==> src/rtl/axi4_lite_regs.sv <==
// ---------------------------------------------------------------------------
// axi4_lite_regs
//   AXI4-Lite responder exposing a bank of REG_N read/write registers.
//   Write address and write data are buffered independently (one entry
//   each). A write commits once both are held and the B channel can take a
//   response. Every transaction gets exactly one response. Out-of-range
//   addresses return SLVERR.
//
// Ports
//   ACLK, ARESETn          clock, async active-low reset
//   AW*  (VALID/READY/ADDR/PROT)  write address channel (PROT ignored)
//   W*   (VALID/READY/DATA/STRB)  write data channel
//   B*   (VALID/READY/RESP)       write response channel
//   AR*  (VALID/READY/ADDR/PROT)  read address channel (PROT ignored)
//   R*   (VALID/READY/DATA/RESP)  read data channel
//   regs_o    flattened register contents, reg i at [i*DATA_W +: DATA_W]
//   wr_stb_o  one-cycle pulse on bit i the cycle after a write commits to reg i
// ---------------------------------------------------------------------------
module axi4_lite_regs #(
    parameter int unsigned ADDR_W = 32,
    parameter int unsigned DATA_W = 32,
    parameter int unsigned REG_N  = 16
) (
    input  logic                      ACLK,
    input  logic                      ARESETn,
    input  logic                      AWVALID,
    output logic                      AWREADY,
    input  logic [ADDR_W-1:0]         AWADDR,
    input  logic [2:0]                AWPROT,
    input  logic                      WVALID,
    output logic                      WREADY,
    input  logic [DATA_W-1:0]         WDATA,
    input  logic [DATA_W/8-1:0]       WSTRB,
    output logic                      BVALID,
    input  logic                      BREADY,
    output logic [1:0]                BRESP,
    input  logic                      ARVALID,
    output logic                      ARREADY,
    input  logic [ADDR_W-1:0]         ARADDR,
    input  logic [2:0]                ARPROT,
    output logic                      RVALID,
    input  logic                      RREADY,
    output logic [DATA_W-1:0]         RDATA,
    output logic [1:0]                RRESP,
    output logic [REG_N*DATA_W-1:0]   regs_o,
    output logic [REG_N-1:0]          wr_stb_o
);

    localparam int unsigned STRB_W = DATA_W / 8;
    localparam int unsigned BYTE_W = $clog2(STRB_W);

    localparam logic [1:0] RESP_OKAY   = 2'b00;
    localparam logic [1:0] RESP_SLVERR = 2'b10;

    // Protection bits carry no meaning for this register bank.
    logic [5:0] unused_prot;
    assign unused_prot = {AWPROT, ARPROT};

    // Registered state
    logic                aw_full_q, aw_full_d;
    logic [ADDR_W-1:0]   aw_addr_q, aw_addr_d;
    logic                w_full_q,  w_full_d;
    logic [DATA_W-1:0]   w_data_q,  w_data_d;
    logic [STRB_W-1:0]   w_strb_q,  w_strb_d;
    logic                bvalid_q,  bvalid_d;
    logic [1:0]          bresp_q,   bresp_d;
    logic                rvalid_q,  rvalid_d;
    logic [1:0]          rresp_q,   rresp_d;
    logic [DATA_W-1:0]   rdata_q,   rdata_d;
    logic [REG_N-1:0]    wr_stb_q,  wr_stb_d;
    logic [DATA_W-1:0]   regs_q [REG_N];
    logic [DATA_W-1:0]   regs_d [REG_N];

    // Decode and handshake helpers
    logic [ADDR_W-1:0]   aw_word;
    logic [ADDR_W-1:0]   ar_word;
    logic                aw_in_range;
    logic                ar_in_range;
    logic                commit;
    logic                ar_hs;
    logic [DATA_W-1:0]   rd_val;

    assign AWREADY  = !aw_full_q;
    assign WREADY   = !w_full_q;
    assign ARREADY  = !rvalid_q || RREADY;
    assign BVALID   = bvalid_q;
    assign BRESP    = bresp_q;
    assign RVALID   = rvalid_q;
    assign RRESP    = rresp_q;
    assign RDATA    = rdata_q;
    assign wr_stb_o = wr_stb_q;

    always_comb begin
        aw_word     = aw_addr_q >> BYTE_W;
        ar_word     = ARADDR >> BYTE_W;
        aw_in_range = (aw_word < ADDR_W'(REG_N));
        ar_in_range = (ar_word < ADDR_W'(REG_N));
        // A pending response may be replaced in the same cycle it is accepted.
        commit      = aw_full_q && w_full_q && (!bvalid_q || BREADY);
        ar_hs       = ARVALID && ARREADY;
    end

    // Write path: buffers, register update, strobe and B response
    always_comb begin
        aw_full_d = aw_full_q;
        aw_addr_d = aw_addr_q;
        w_full_d  = w_full_q;
        w_data_d  = w_data_q;
        w_strb_d  = w_strb_q;
        bvalid_d  = bvalid_q;
        bresp_d   = bresp_q;
        wr_stb_d  = '0;
        for (int unsigned i = 0; i < REG_N; i++) begin
            regs_d[i] = regs_q[i];
        end

        // READY is only ever high with the buffer empty, so a commit and a
        // new handshake on the same buffer cannot coincide.
        if (AWVALID && !aw_full_q) begin
            aw_full_d = 1'b1;
            aw_addr_d = AWADDR;
        end
        if (WVALID && !w_full_q) begin
            w_full_d = 1'b1;
            w_data_d = WDATA;
            w_strb_d = WSTRB;
        end

        if (bvalid_q && BREADY) begin
            bvalid_d = 1'b0;
        end

        if (commit) begin
            aw_full_d = 1'b0;
            w_full_d  = 1'b0;
            bvalid_d  = 1'b1;
            bresp_d   = aw_in_range ? RESP_OKAY : RESP_SLVERR;
            for (int unsigned i = 0; i < REG_N; i++) begin
                if (aw_in_range && (aw_word == ADDR_W'(i))) begin
                    wr_stb_d[i] = 1'b1;
                    for (int unsigned b = 0; b < STRB_W; b++) begin
                        if (w_strb_q[b]) begin
                            regs_d[i][b*8 +: 8] = w_data_q[b*8 +: 8];
                        end
                    end
                end
            end
        end
    end

    // Read path: samples the pre-update register value on the AR handshake
    always_comb begin
        rd_val = '0;
        for (int unsigned i = 0; i < REG_N; i++) begin
            if (ar_word == ADDR_W'(i)) begin
                rd_val = regs_q[i];
            end
        end

        rvalid_d = rvalid_q;
        rresp_d  = rresp_q;
        rdata_d  = rdata_q;
        if (rvalid_q && RREADY) begin
            rvalid_d = 1'b0;
        end
        if (ar_hs) begin
            rvalid_d = 1'b1;
            rresp_d  = ar_in_range ? RESP_OKAY : RESP_SLVERR;
            rdata_d  = ar_in_range ? rd_val : '0;
        end
    end

    always_comb begin
        regs_o = '0;
        for (int unsigned i = 0; i < REG_N; i++) begin
            regs_o[i*DATA_W +: DATA_W] = regs_q[i];
        end
    end

    always_ff @(posedge ACLK or negedge ARESETn) begin
        if (!ARESETn) begin
            aw_full_q <= 1'b0;
            aw_addr_q <= '0;
            w_full_q  <= 1'b0;
            w_data_q  <= '0;
            w_strb_q  <= '0;
            bvalid_q  <= 1'b0;
            bresp_q   <= RESP_OKAY;
            rvalid_q  <= 1'b0;
            rresp_q   <= RESP_OKAY;
            rdata_q   <= '0;
            wr_stb_q  <= '0;
            regs_q    <= '{default: '0};
        end else begin
            aw_full_q <= aw_full_d;
            aw_addr_q <= aw_addr_d;
            w_full_q  <= w_full_d;
            w_data_q  <= w_data_d;
            w_strb_q  <= w_strb_d;
            bvalid_q  <= bvalid_d;
            bresp_q   <= bresp_d;
            rvalid_q  <= rvalid_d;
            rresp_q   <= rresp_d;
            rdata_q   <= rdata_d;
            wr_stb_q  <= wr_stb_d;
            regs_q    <= regs_d;
        end
    end

endmodule

==> config.mk <==
export PLATFORM = sky130hd
export DESIGN_NAME = axi4_lite_regs
export DESIGN_NICKNAME = d
export VERILOG_FILES = /design/src/rtl/axi4_lite_regs.sv
export SDC_FILE = /design/constraint.sdc
export NUM_CORES = 1
export LEC_CHECK = 0
export ABC_AREA = 1
export CORE_AREA = 2 2 268 270
export CTS_CLUSTER_DIAMETER = 50
export DETAILED_ROUTE_END_ITERATION = 6
export DIE_AREA = 0 0 270 272
export PLACE_DENSITY = 0.76
export SLEW_MARGIN = 20
export SYNTH_ARGS = -nofsm -noshare
export SYNTH_HDL_FRONTEND = slang
export SYNTH_SLANG_ARGS = --single-unit
==> constraint.sdc <==
create_clock -name ACLK -period 5.6 [get_ports ACLK]
set_clock_uncertainty 0.1 [all_clocks]
set_input_delay 1.12 -clock ACLK [delete_from_list [all_inputs] [get_ports ACLK]]
set_output_delay 1.12 -clock ACLK [all_outputs]
set_load 0.05 [all_outputs]
==> metrics.yaml, run 1 <==
detailed_routing:
  dr.first_iter.drc_count: 3521
  totalWireLength_um: 118000
  routed_via_density: 5.47
  drtPass1Iterations: 7
  vias: 26876
  ant_nets: 0
  drc: 0
  post_drt_wl_per_cell_um: 23.9
timing:
  setup_violations: 0
  hold_viol_final: 0
  whs_ps: 377
  maxSlewViolCount: 0
  slew_headroom: 0.287
  min_period_ps: 4130
  tns_ps: 0
  finalCritPeriodShare: 0.737
  postLayoutSetupSlackWorst_ps: 1470
  worst_pin_slew_ps: 1070
  fmax_ghz: 0.242
  rsz0062_at_grt: "false"
logic_synthesis:
  synth_top_cell_area_share: 0.562
  synthTopCellsByArea: "dfrtp_1 (56%), nand2_1 (13%), o21ai_0 (7.0%)"
  synth_edf_count: 0
  yosysMostFrequentCell: "nand2_1"
  synth-seq-cells: 632
  synthFlopType: "dfrtp_1"
  synth_seq_area_share: 0.562
  syn_inst: 3285
  avgSynthCellArea_sq_um: 8.56
  async_flop_share: 1.00
  ys_warn_count: 0
  synthDistinctLibCells: 35
  synth_commonest_cells: "nand2_1 (967), dfrtp_1 (632), o21ai_0 (396)"
  netlist_area_sq_mm: 0.0281
  synth_top_area_cell: "dfrtp_1"
clock_network:
  cts_tree: "built"
  post_cts_buffers: 0
  htreeDepth: 3
  clk_latency_ps: 640
  cts_sinks: 632
  cts_root_buffer: "clkbuf_16"
  cts_buffer_depth: 3
  cts-buffers-inserted: 78
  path_clk_slew_ps: 60
  ctsResizeCount: 0
  hold_buffers: 0
global_routing:
  antenna_found_initial: 7
  overflow: 0
  grt_max_degree: 123
  grt_pass1_vias: 24763
  track_usage: 0.313
  grt_pass1_wl_um: 170000
setup_path:
  crit_path_top_delay_cell: "clkdlybuf4s50_1"
  crit_chain: "clkdlybuf4s50_1, nor2_1, inv_1, nor2_1, buf_4, nand2_1, buf_4, nor2_1, nor2_1, nand4_1, nor2_1, nand4_1, nor2_1, nand4_1, nand2_1, nand2_1"
  critPathLaunchType: "input port"
  worstPathArrival_ps: 4560
  crit_fanout: 12
  worst-path-buf-inv: 4
  cp_common_cell: "nor2_1"
  path_class: "in -> reg"
  crit_required_ps: 6030
  end_kind: "flip-flop"
  critPathTopFamily: "simple AND/OR/NAND/NOR gates"
  cpPeakStageDelay_ps: 610
placement:
  postPlaceCellArea_sq_mm: 0.0356
  dp.cells: 4772
  place.gp.congestion: 0.951
  hpwl_um: 86900
  place_ws_ps: 991
  place.port_buffers: 669
layout:
  fin_cells: 4916
  final_core_util: 0.542
  area_growth_pct: 36.4
  fin_area_sq_mm: 0.0384
  nets: 4015
  filler_cell_count: 6287
  drive_gt1_frac: 0.0876
pwr:
  powerDensity_mw_per_mm2: 314
  leakage_nw: 17.2
  peakVddDrop_v: 0.000419
  total_power_mw: 12.0
min_path:
  hp-class: "in -> async"
floorplanning:
  dieWidth_um: 270
  coreArea_sq_mm: 0.0708
  die_h_um: 272
  rows: 98
  boundaryPins: 682
  die_area_sq_mm: 0.0734
  initial_core_util: 0.398
run_status:
  outcome: "completed"
run:
  maxCapViolCount: 0
-- metal layers --
| layer | vias to the layer above | GRT usage | part of all wire |
|---|---|---|---|
| met3 | 262 | 0.0772 | 0.10 |
| met1 | 13040 | 0.433 | 0.41 |
| li1 | 11965 | - | - |
| met5 | - | 0 | 0.00011 |
| met4 | 2 | 0.127 | 0.045 |
| met2 | 1607 | 0.472 | 0.44 |
-- layout make-up --
class	count	area [sq um]	share of cell area
Antenna cell	3	7.51	0.000196
Clock buffer	100	2130	0.0556
Clock inverter	41	631	0.0164
Inverter	203	762	0.0199
Multi-Input combinational cell	2263	10600	0.277
Sequential cell	632	15800	0.412
Tap cell	950	1190	0.0310
Timing Repair Buffer	724	7190	0.187
-- where the power goes --
| group | internal, mW | total [mW] | switching (mW) | leakage, nW |
|---|---|---|---|---|
| logic | 0.316 | 1.73 | 1.42 | 7.46 |
| registers | 4.81 | 4.93 | 0.117 | 8.47 |
| clock network | 3.21 | 5.36 | 2.15 | 1.32 |
| total | 8.34 | 12.0 | 3.69 | 17.2 |
-- flip-flops by register name, summed over array words and instances, names as in the netlist --
name,flops
RDATA,32
w_strb_q,4
wr_stb_o,16
aw_full_q,1
BVALID,1
w_full_q,1
w_data_q,32
regs_o,512
RVALID,1
BRESP,1
aw_addr_q,30
RRESP,1
-- cell families after synthesis --
logic type             after synthesis  share of synthesized area
AOI/OAI and AO/OA                  569                      0.112
buffers and inverters              391                     0.0611
DFF                                632                      0.562
muxes                               27                     0.0108
other                                1                   0.000133
and+or+nand+nor                   1665                      0.254
-- worst register-to-register path: stages (launching register included) --
cell and delay (ps):
dfrtp_1 380, nor4_1 270, nand2_1 130, nor4_2 230
inv_2 300, nor3_2 620, nand2_1 610, o21ai_0 360
-- placed cells by master, fill, tap and decap left out, types with 41 or more instances in the layout --
cell	instances
o21ai_2	80
inv_1	197
nor3_1	41
dfrtp_1	632
clkdlybuf4s50_1	668
clkbuf_16	78
buf_4	49
nand2_1	966
o21ai_1	52
nand4_1	92
o21ai_0	396
nand3_1	211
nor2_1	295
-- worst paths after layout --
path                                from       endpoint  slack (ps)  cells past startpoint
max                            ARADDR[5]      RDATA[10]        1470                     16
min                              ARESETn  aw_addr_q[12]         380                      1
min in group ACLK              RDATA[22]      RDATA[22]         380                      2
min reg2reg                    RDATA[22]      RDATA[22]         380                      2
max reg2reg                aw_addr_q[21]    regs_o[403]        2490                      7
max in group asynchronous        ARESETn    regs_o[500]        3750                      2
Note: power is estimated with default switching activity, not from simulation.
==> run 2: changes to the inputs <==
--- a/config.mk
+++ b/config.mk
@@ -6,11 +6,11 @@
 export NUM_CORES = 1
 export LEC_CHECK = 0
 export ABC_AREA = 1
-export CORE_AREA = 2 2 268 270
+export CORE_AREA = 2 2 269 271
 export CTS_CLUSTER_DIAMETER = 50
 export DETAILED_ROUTE_END_ITERATION = 6
-export DIE_AREA = 0 0 270 272
-export PLACE_DENSITY = 0.76
+export DIE_AREA = 0 0 271 273
+export PLACE_DENSITY = 0.78
 export SLEW_MARGIN = 20
 export SYNTH_ARGS = -nofsm -noshare
 export SYNTH_HDL_FRONTEND = slang
==> constraint.sdc (replaced) <==
create_clock -name ACLK -period 3.63 [get_ports ACLK]
set_clock_uncertainty 0.1 [all_clocks]
set_input_delay 0.726 -clock ACLK [delete_from_list [all_inputs] [get_ports ACLK]]
set_output_delay 0.726 -clock ACLK [all_outputs]
set_load 0.05 [all_outputs]
==> run 2 against run 1 <==
The run now ends with negative hold slack left. Flip-flop and latch count stayed put. Critical path type is now reg -> reg. Sequential power is 55% higher. Final cell count is 1.9% higher. Sequential share of layout area is 0.99 points lower. Die area is 0.74% higher. Clock-buffer cell count is 5 higher. First-iteration DRC count is 11% lower. Register-to-register slack worse by 2100 ps. Highest routed layer is now met4. Clock power is 54% higher.
==> metrics.yaml, run 2 (synthesis results as in run 1) <==
pwr:
  swShare: 0.305
  internal-power_mw: 12.9
  p_switching_mw: 5.67
  peakVddDrop_v: 0.000540
  powerDensity_mw_per_mm2: 473
  p_clk_frac: 0.444
  p_comb_frac: 0.146
  leakage_nw: 17.8
  seqPwrFrac: 0.410
  total_power_mw: 18.6
clock_network:
  cts-buffers-inserted: 78
  cts_buffer_depth: 3
  cts_root_buffer: "clkbuf_16"
  hold_buffers: 0
  htreeDepth: 3
  ctsResizeCount: 0
  cts_tree: "built"
  post_cts_buffers: 0
  path_clk_slew_ps: 60
  cts_sinks: 632
  clk_latency_ps: 630
floorplanning:
  dieWidth_um: 271
  initial_core_util: 0.396
  rows: 98
  die_h_um: 273
  coreArea_sq_mm: 0.0710
  die_area_sq_mm: 0.0740
  boundaryPins: 682
placement:
  dp.cells: 4856
  place_ws_ps: -143
  place.port_buffers: 669
  hpwl_um: 88700
  place.gp.congestion: 0.956
layout:
  final_common_cell: "nand2_1"
  drive_gt1_frac: 0.108
  layout.cells.most_common_list: "nand2_1 (966), clkdlybuf4s50_1 (668), dfrtp_1 (632), o21ai_0 (396), nor2_1 (295)"
  area_growth_pct: 39.7
  largest_register_ffs: 512
  nets: 4099
  filler_cell_count: 6150
  fin_cells: 5010
setup_path:
  critPathTopFamily: "simple AND/OR/NAND/NOR gates"
  worstPathArrival_ps: 3590
  cp_common_cell: "nand2_1"
  crit_start: "aw_addr_q[9]"
  worstSetupPathDepth: 6
  crit_fanout: 17
  crit_path_top_delay_cell: "nor4_4"
  rr_worst_depth: 6
  worst-path-buf-inv: 0
  rr_endpoint: "regs_o[407]"
  reg2reg_slack_ps: 400
  cp-endpoint: "regs_o[407]"
  critPathLaunchType: "flip-flop"
  cpPeakStageDelay_ps: 850
  crit_required_ps: 3990
  path_class: "reg -> reg"
  end_kind: "flip-flop"
  crit_chain: "nor4_4, nand3_1, nor3_2, nand2_1, nand2_1, o21ai_0"
  rr_startpoint: "aw_addr_q[9]"
global_routing:
  track_usage: 0.309
  grt_pass1_wl_um: 169000
  overflow: 0
  antenna_found_initial: 8
  grt_pass1_vias: 24738
  grt_max_degree: 93
detailed_routing:
  drtPass1Iterations: 7
  dr.first_iter.drc_count: 3118
  vias: 26976
  post_drt_wl_per_cell_um: 23.4
  ant_nets: 0
  totalWireLength_um: 117000
  routed_via_density: 5.38
  drc: 0
min_path:
  hp-class: "in -> async"
run_status:
  violations: "negative hold slack"
  outcome: "complete, but fails checks"
timing:
  worst_pin_slew_ps: 944
  finalCritPeriodShare: 0.890
  maxSlewViolCount: 0
  slew_headroom: 0.366
  whs_ps: -1.73
  setup_violations: 0
  min_period_ps: 3230
  hold_viol_final: 1
  postLayoutSetupSlackWorst_ps: 401
  fmax_ghz: 0.310
  tns_ps: 0
  rsz0062_at_grt: "false"
run:
  maxCapViolCount: 0
==> run 2: cell count changes in the layout (fill, tap and decap cells not counted), sizes merged <==
cell / previous run / this run
clkinvlp: 7 / 8
bufinv: 10 / 8
clkinv: 19 / 17
buf: 56 / 140
diode: 3 / 8
clkbuf: 100 / 105
inv: 208 / 211
==> run 2: cell type report <==
cell class | count | area [sq um] | share of cell area
Timing Repair Buffer | 808 | 8110 | 0.206
Multi-Input combinational cell | 2263 | 10600 | 0.271
Clock inverter | 41 | 536 | 0.0136
Inverter | 203 | 762 | 0.0194
Tap cell | 950 | 1190 | 0.0302
Clock buffer | 105 | 2250 | 0.0571
Antenna cell | 8 | 20.0 | 0.000509
Sequential cell | 632 | 15800 | 0.402
==> run 2: through the flow <==
| step | cell area, sq um | hold WS (ps) | utilization |
|---|---|---|---|
| final | 39300 | -1.73 | 0.554 |
| after global routing | 39300 | 43.2 | 0.554 |
| after CTS | 39300 | 28.1 | 0.553 |
| after detailed placement | 36500 | 364 | 0.514 |
| after global placement | 36500 | 363 | 0.514 |
| after floorplan | 28100 | 330 | - |
==> run 2: worst min path at each step <==
stage / end / cells after the start
CTS: regs_o[286] / 1
finish: regs_o[286] / 1
global placement: RDATA[17] / 2
floorplan: BRESP[1] / 0
global route: regs_o[286] / 1
detailed placement: RDATA[5] / 2
==> run 2: worst reg2reg max path: cells and delay by family (launching register included) <==
family           cells  cell delay, ps
AO/OA/AOI/OAI        1             100
AND/OR/NAND/NOR      5            2480
flip-flops           1             410
==> run 2: power groups by stage <==
stage	clock network, mW	logic (mW)	registers (mW)
floorplan	0	1.43	7.71
global placement	0	2.59	7.72
detailed placement	0	2.64	7.74
CTS	8.32	2.65	7.62
global route	8.64	2.90	7.65
finish	8.26	2.71	7.62
==> run 2: layer usage <==
| metal | part of all wire | vias up | wire [um] | track usage |
|---|---|---|---|---|
| met5 | 0 | - | 0 | 0 |
| met4 | 0.047 | 0 | 5460 | 0.135 |
| met3 | 0.10 | 287 | 12300 | 0.0807 |
| met2 | 0.45 | 1586 | 52700 | 0.469 |
| met1 | 0.40 | 12965 | 46800 | 0.418 |
| li1 | - | 12138 | - | - |
